<file path="src/rtl/matrix_screen_if.sv">
// Display-side bundle for the LED matrix driver: screen index in, scan signals out.
interface matrix_screen_if;
    logic [5:0] screen;
    logic [7:0] row_sel;
    logic [7:0] col;
    logic       frame_start;

    modport master (output screen, input row_sel, col, frame_start);
    modport slave  (input screen, output row_sel, col, frame_start);
endinterface

</file>
<file path="src/rtl/matrix_screen_driver.sv">
// Row-scanning 8x8 LED matrix driver: renders a once-per-frame latched screen index
// (bar fill, tug-of-war with blinking ends, countdown glyphs) as row_sel/col.
module matrix_screen_driver #(
    parameter int SCAN_DIV     = 4096,
    parameter int BLANK        = 64,
    parameter int BLINK_FRAMES = 32
) (
    input  logic            clk,
    input  logic            reset,
    matrix_screen_if.slave  bus
);
    localparam int DW = $clog2(SCAN_DIV);
    localparam int FW = (BLINK_FRAMES > 1) ? $clog2(BLINK_FRAMES) : 1;

    localparam logic [63:0] GLYPH1 = 64'h0818_2808_0808_3E00;
    localparam logic [63:0] GLYPH2 = 64'h3C42_020C_3040_7E00;
    localparam logic [63:0] GLYPH3 = 64'h3C42_021C_0242_3C00;

    logic [DW-1:0] div_q, div_d;
    logic [2:0]    row_q, row_d;
    logic [FW-1:0] fcnt_q, fcnt_d;
    logic          blink_q, blink_d;
    logic [5:0]    screen_q, screen_d;
    logic          started_q, started_d;
    logic [7:0]    row_sel_q, row_sel_d;
    logic [7:0]    col_q, col_d;
    logic          fs_q, fs_d;
    logic          div_end, frame_end;

    function automatic logic [7:0] pixel(input logic [5:0] n, input logic [2:0] row,
                                         input logic blink);
        logic [2:0] r;
        logic [3:0] p;
        logic [2:0] c0, c1;
        logic [7:0] b;
        r = 3'd7 - row;
        b = 8'h00;
        p = 4'd0;
        c0 = 3'd0;
        c1 = 3'd0;
        if (n >= 6'd1 && n <= 6'd15) begin
            // r counts levels from the bottom, so the bar grows upward two steps per row
            if (n >= {2'b00, r, 1'b0} + 6'd1) b = 8'hFF;
            else if (n == {2'b00, r, 1'b0}) b = 8'hF0;
        end else if (n >= 6'd16 && n <= 6'd30) begin
            p  = 4'(n - 6'd16);
            c0 = p[3:1];
            c1 = 3'((p + 4'd1) >> 1);
            b  = (8'h80 >> c0) | (8'h80 >> c1);
            if ((n == 6'd16 || n == 6'd30) && blink) b = 8'h00;
        end else if (n == 6'd31) begin
            b = 8'hFF;
        end else if (n == 6'd32) begin
            b = GLYPH1[{r, 3'b000} +: 8];
        end else if (n == 6'd33) begin
            b = GLYPH2[{r, 3'b000} +: 8];
        end else if (n == 6'd34) begin
            b = GLYPH3[{r, 3'b000} +: 8];
        end
        return b;
    endfunction

    always_comb begin
        div_d     = div_q;
        row_d     = row_q;
        fcnt_d    = fcnt_q;
        blink_d   = blink_q;
        screen_d  = screen_q;
        started_d = started_q;
        div_end   = (div_q == DW'(SCAN_DIV - 1));
        frame_end = div_end && (row_q == 3'd7);

        div_d = div_end ? '0 : div_q + DW'(1);
        if (div_end) row_d = row_q + 3'd1;

        if (frame_end) begin
            screen_d  = bus.screen;
            started_d = 1'b1;
            if (fcnt_q == FW'(BLINK_FRAMES - 1)) begin
                fcnt_d  = '0;
                blink_d = ~blink_q;
            end else begin
                fcnt_d = fcnt_q + FW'(1);
            end
        end

        // Outputs are registered from next-state so they line up with the counters
        row_sel_d = 8'h01 << row_d;
        col_d     = (div_d < DW'(BLANK)) ? 8'h00 : pixel(screen_d, row_d, blink_d);
        fs_d      = started_d && (row_d == 3'd0) && (div_d == '0);
    end

    always_ff @(posedge clk or posedge reset) begin
        if (reset) begin
            div_q     <= '0;
            row_q     <= 3'd0;
            fcnt_q    <= '0;
            blink_q   <= 1'b0;
            screen_q  <= 6'd0;
            started_q <= 1'b0;
            row_sel_q <= 8'h01;
            col_q     <= 8'h00;
            fs_q      <= 1'b0;
        end else begin
            div_q     <= div_d;
            row_q     <= row_d;
            fcnt_q    <= fcnt_d;
            blink_q   <= blink_d;
            screen_q  <= screen_d;
            started_q <= started_d;
            row_sel_q <= row_sel_d;
            col_q     <= col_d;
            fs_q      <= fs_d;
        end
    end

    assign bus.row_sel     = row_sel_q;
    assign bus.col         = col_q;
    assign bus.frame_start = fs_q;
endmodule

</file>
<file path="src/flat_wrapper.sv">
// flat-port wrapper written by rule: the top's interface ports become plain ports
module matrix_screen_driver_flat 
#(
    parameter int SCAN_DIV     = 4096,
    parameter int BLANK        = 64,
    parameter int BLINK_FRAMES = 32
)
  (clk, reset, bus_screen, bus_row_sel, bus_col, bus_frame_start);
  matrix_screen_if bus_i ();
  input  logic clk;
  input  logic reset;
  input wire logic [$bits(bus_i.screen)-1:0] bus_screen;
  output wire logic [$bits(bus_i.row_sel)-1:0] bus_row_sel;
  output wire logic [$bits(bus_i.col)-1:0] bus_col;
  output wire logic [$bits(bus_i.frame_start)-1:0] bus_frame_start;
  assign bus_i.screen = bus_screen;
  assign bus_row_sel = bus_i.row_sel;
  assign bus_col = bus_i.col;
  assign bus_frame_start = bus_i.frame_start;
  matrix_screen_driver #(.SCAN_DIV(SCAN_DIV), .BLANK(BLANK), .BLINK_FRAMES(BLINK_FRAMES)) u_core (.clk(clk), .reset(reset), .bus(bus_i));
endmodule
</file>
<file path="config.mk">
export PLATFORM = sky130hd
export DESIGN_NAME = matrix_screen_driver_flat
export DESIGN_NICKNAME = d
export VERILOG_FILES = /design/src/rtl/matrix_screen_if.sv /design/src/rtl/matrix_screen_driver.sv /design/src/flat_wrapper.sv
export SDC_FILE = /design/constraint.sdc
export NUM_CORES = 1
export LEC_CHECK = 0
export ABC_AREA = 1
export BUFFER_PORTS_ARGS = -buffer_cell sky130_fd_sc_hd__buf_2
export CORE_ASPECT_RATIO = 0.6
export CORE_MARGIN = 8
export CORE_UTILIZATION = 40
export CTS_CLUSTER_SIZE = 14
export DETAILED_ROUTE_END_ITERATION = 10
export GPL_ROUTABILITY_DRIVEN = 0
export PLACE_DENSITY = 0.68
export SLEW_MARGIN = 20
export SYNTH_ARGS = -nofsm -noshare
export SYNTH_HDL_FRONTEND = slang
export SYNTH_SLANG_ARGS = --single-unit
</file>
<file path="constraint.sdc">
create_clock -name clk -period 5.45 [get_ports clk]
set_input_delay 0.545 -clock clk [delete_from_list [all_inputs] [get_ports clk]]
set_output_delay 0.545 -clock clk [all_outputs]
set_load 0.05 [all_outputs]
</file>
==> impl_summary.txt <==
----------------------------------------------------
[Timing]
  Number of pins with negative max-slew slack in the final report ... 0
  Setup repair after global routing missed its margin ... no
  Total of endpoints with negative setup slack in the final report ... 0
  Final hold slack ... 450 ps
  Tightest slew margin relative to the limit ... 36.7%
  Sum Neg Setup Slack ... 0 ps
  Slew at the pin closest to its max-slew limit ... 948 ps
  Achievable frequency ... 336 MHz
  Min setup slack post-route ... 2470 ps
  Count of endpoints failing hold in the final timing report ... 0
  Ratio of final minimum period to clock period ... 54.6%
  Min Tclk post-route ... 2980 ps
  Post-Route Skew ... 8.93 ps

[Routing]
  1st-pass router iterations ... 4
  Routed WL ... 5800 um
  Antenna Nets Post-Route ... 0
  Via count ... 2118
  First-iteration detailed-routing DRC count ... 127
  Mean number of vias per cell ... 4.86
  Routed WL per cell ... 13.3 um
  DRC violation count after routing ... 0

[CTS]
  Number of buffers created by CTS ... 5
  Clock root buffer ... sky130_fd_sc_hd__clkbuf_8
  Clk Latency, worst-skew pair ... 300 ps
  Clock input transition at the sequential cells of the worst setup and hold paths ... 90 ps
  Post-cts repair resize count ... 0
  Bufs on Longest Clock Path ... 2
  Deepest level of the CTS H-tree ... 2
  TritonCTS clock tree ... done
  Hold buffer count at cts ... 0
  Clock net sink count ... 45
  Setup fix buffers added after clock tree synthesis ... 0

[Critical path]
  Kind of critical path ... flop to flop
  Sort of element at the end of the critical path ... flop
  Required arrival time at the worst endpoint ... 5680 ps
  R2r startpoint ... u_core.div_q[0]
  R2R cell count ... 15
  Delay of the slowest cell on the worst path ... 410 ps
  Setup crit start ... u_core.div_q[0]
  R2R setup slack ... 2470 ps
  Slowest cell on the critical path ... sky130_fd_sc_hd__dfrtp_1
  CP Launch Type ... flop
  R2r endpoint ... u_core.bus.col[3]
  Critical Path AT ... 3210 ps
  CP endpoint ... u_core.bus.col[3]
  Worst-path fanout max ... 12
  List of cells traversed by the critical path ... ha_1 -> nand2_1 -> nor2_4 -> nand2_4 -> nor2_4 -> inv_2 -> nand2_1 -> o21a_1 -> inv_2 -> ha_1 -> o21ai_2 -> o211ai_1 -> nand2_1 -> nand2_1 -> a21oi_1
  Critical path's most frequent cell ... sky130_fd_sc_hd__nand2_1

[Floorplan]
  Core Rows ... 23
  Area of the die ... 9710 um^2
  Count of pins on the block boundary ... 25
  Die outline width ... 122 um
  Initial core utilization ... 40.9%
  Area of the placeable core ... 6590 um^2
  Vertical extent of the die ... 79.6 um

[Global routing]
  Largest net degree at the start of global routing ... 46
  Grt total ovfl ... 0
  Total routing usage reported by global routing ... 13.1%
  Initial antenna violation count ... 0
  Wire length of the first global-routing pass ... 10200 um
  Number of global-route vias before repair ... 2040

[Placement]
  Dpl cell area ... 2890 um^2
  Post-Place Setup Slack ... 2550 ps
  Number of port buffers ... 24
  Detailed placement HPWL ... 4440 um
  Total instance count after detailed placement ... 428

[Power]
  Total power density per cell area ... 204 nW/um^2
  Design Power ... 0.613 mW
  Worst vdd rail ir drop ... 94.0 uV
  Static Leakage ... 1.70 nW

[Synth]
  Syn Inst Count ... 320
  Sequential element share of the synthesized area ... 41.8%
  Cell area after synthesis ... 2700 um^2
  Count of warnings emitted by yosys ... 0
  Mapped Nets ... 341
  Synthesized area per cell ... 8.43 um^2
  FF+latch count, synth ... 45
  Number of different library cells in the post-synthesis netlist ... 39

[Hold path]
  Class of the most critical hold timing path ... primary input to asynchronous set/reset pin

[Cells and area]
  Synth-to-layout area growth ... 11.7%
  Commonest non-fill, non-tap cell in the layout ... sky130_fd_sc_hd__nand2_1
  Non-filler instance count after layout ... 436
  Proportion of layout cells with a drive suffix above 1 ... 24.1%
  Top library cells by usage in the layout, fill and taps aside ... 67 x sky130_fd_sc_hd__nand2_1, 46 x sky130_fd_sc_hd__inv_1, 44 x sky130_fd_sc_hd__dfrtp_1, 32 x sky130_fd_sc_hd__nand3_1, 24 x sky130_fd_sc_hd__buf_2
  Fillcell total ... 636
  Number of nets at the end of the flow ... 369
  Final core utilization ... 45.7%
  Post-route design area ... 3010 um^2
  Diode insertion count for antenna repair ... 0

[Job]
  Number of maximum-capacitance violations ... 0

[Status]
  Result of the run ... finished clean

----------------------------------------------------
-- synthesized netlist by cell type, drive strengths merged --
master   instances  share of area [%]
nor3             9                1.7
o211ai           2               0.56
nand3           38                8.2
inv             54                7.5
clkbuf           1               0.51
dfrtp           44                 41
dfstp            1               0.97
clkinv           2               0.32
o2111ai          1               0.32
ha              13                6.0
o21a             2               0.56
o31ai            2               0.56
o21ai           13                2.8
nor2            25                6.3
or2              3               0.70
a21o             1               0.28
o21bai           1               0.28
a21oi           13                3.0
buf              2               0.74
nand4            5                1.7
xor2             3               0.97
nand2           82                 14
nand3b           2               0.70
nor4             1               0.23
-- worst max-delay path: cells and delay by family, from the launching register on --
family / cells / cell delay [ps]
adders and majority gates: 2 / 540
AOI/OAI and AO/OA: 4 / 670
and+or+nand+nor: 7 / 1000
buffers and inverters: 2 / 280
DFF: 1 / 410
-- cells by family after synthesis --
family | count (synthesis) | share of synthesized area (%)
buf+inv | 59 | 9.09
compound gates | 35 | 8.35
simple gates | 165 | 33.7
flops | 45 | 41.8
xor+xnor | 3 | 0.975
fa+ha+maj | 13 | 6.03
-- power breakdown --
group	switching [mW]	total, mW	internal, mW
combinational	0.00839	0.0106	0.00224
clock	0.120	0.269	0.149
sequential	0	0.334	0.334
-- registers in the layout, summed over array words and instances, names as in the netlist --
name / cells
u_core.div_q: 12
u_core.bus.col: 8
u_core.bus.row_sel: 8
u_core.screen_q: 6
u_core.fcnt_q: 5
u_core.row_q: 3
u_core.blink_q: 1
u_core.bus.frame_start: 1
u_core.started_q: 1
-- worst min path at each step --
stage | start | end | cells after the start
global route | u_core.started_q | u_core.started_q | 1
CTS | reset | u_core.row_q[0] | 2
floorplan | u_core.started_q | u_core.started_q | 1
global placement | u_core.started_q | u_core.started_q | 1
finish | reset | u_core.bus.col[7] | 2
detailed placement | u_core.started_q | u_core.started_q | 1
-- routing by layer --
metal	GRT usage, %	vias to the layer above	share of wire [%]
met2	17.4	53	37
li1	-	1077	-
met4	2.33	0	0.31
met1	20.4	985	56
met3	3.18	3	6.4
met5	0	-	0
-- layout make-up --
type                            instances  area (um^2)  share of cell area, %
Tap cell                               87          109                   3.61
Inverter                               56          211                   7.02
Multi-Input combinational cell        216         1320                   44.0
Clock buffer                            6         82.6                   2.74
Sequential cell                        45         1130                   37.4
Clock inverter                          2         37.5                   1.25
Timing Repair Buffer                   24          120                   3.99
Note: power is estimated with default switching activity, not from simulation.
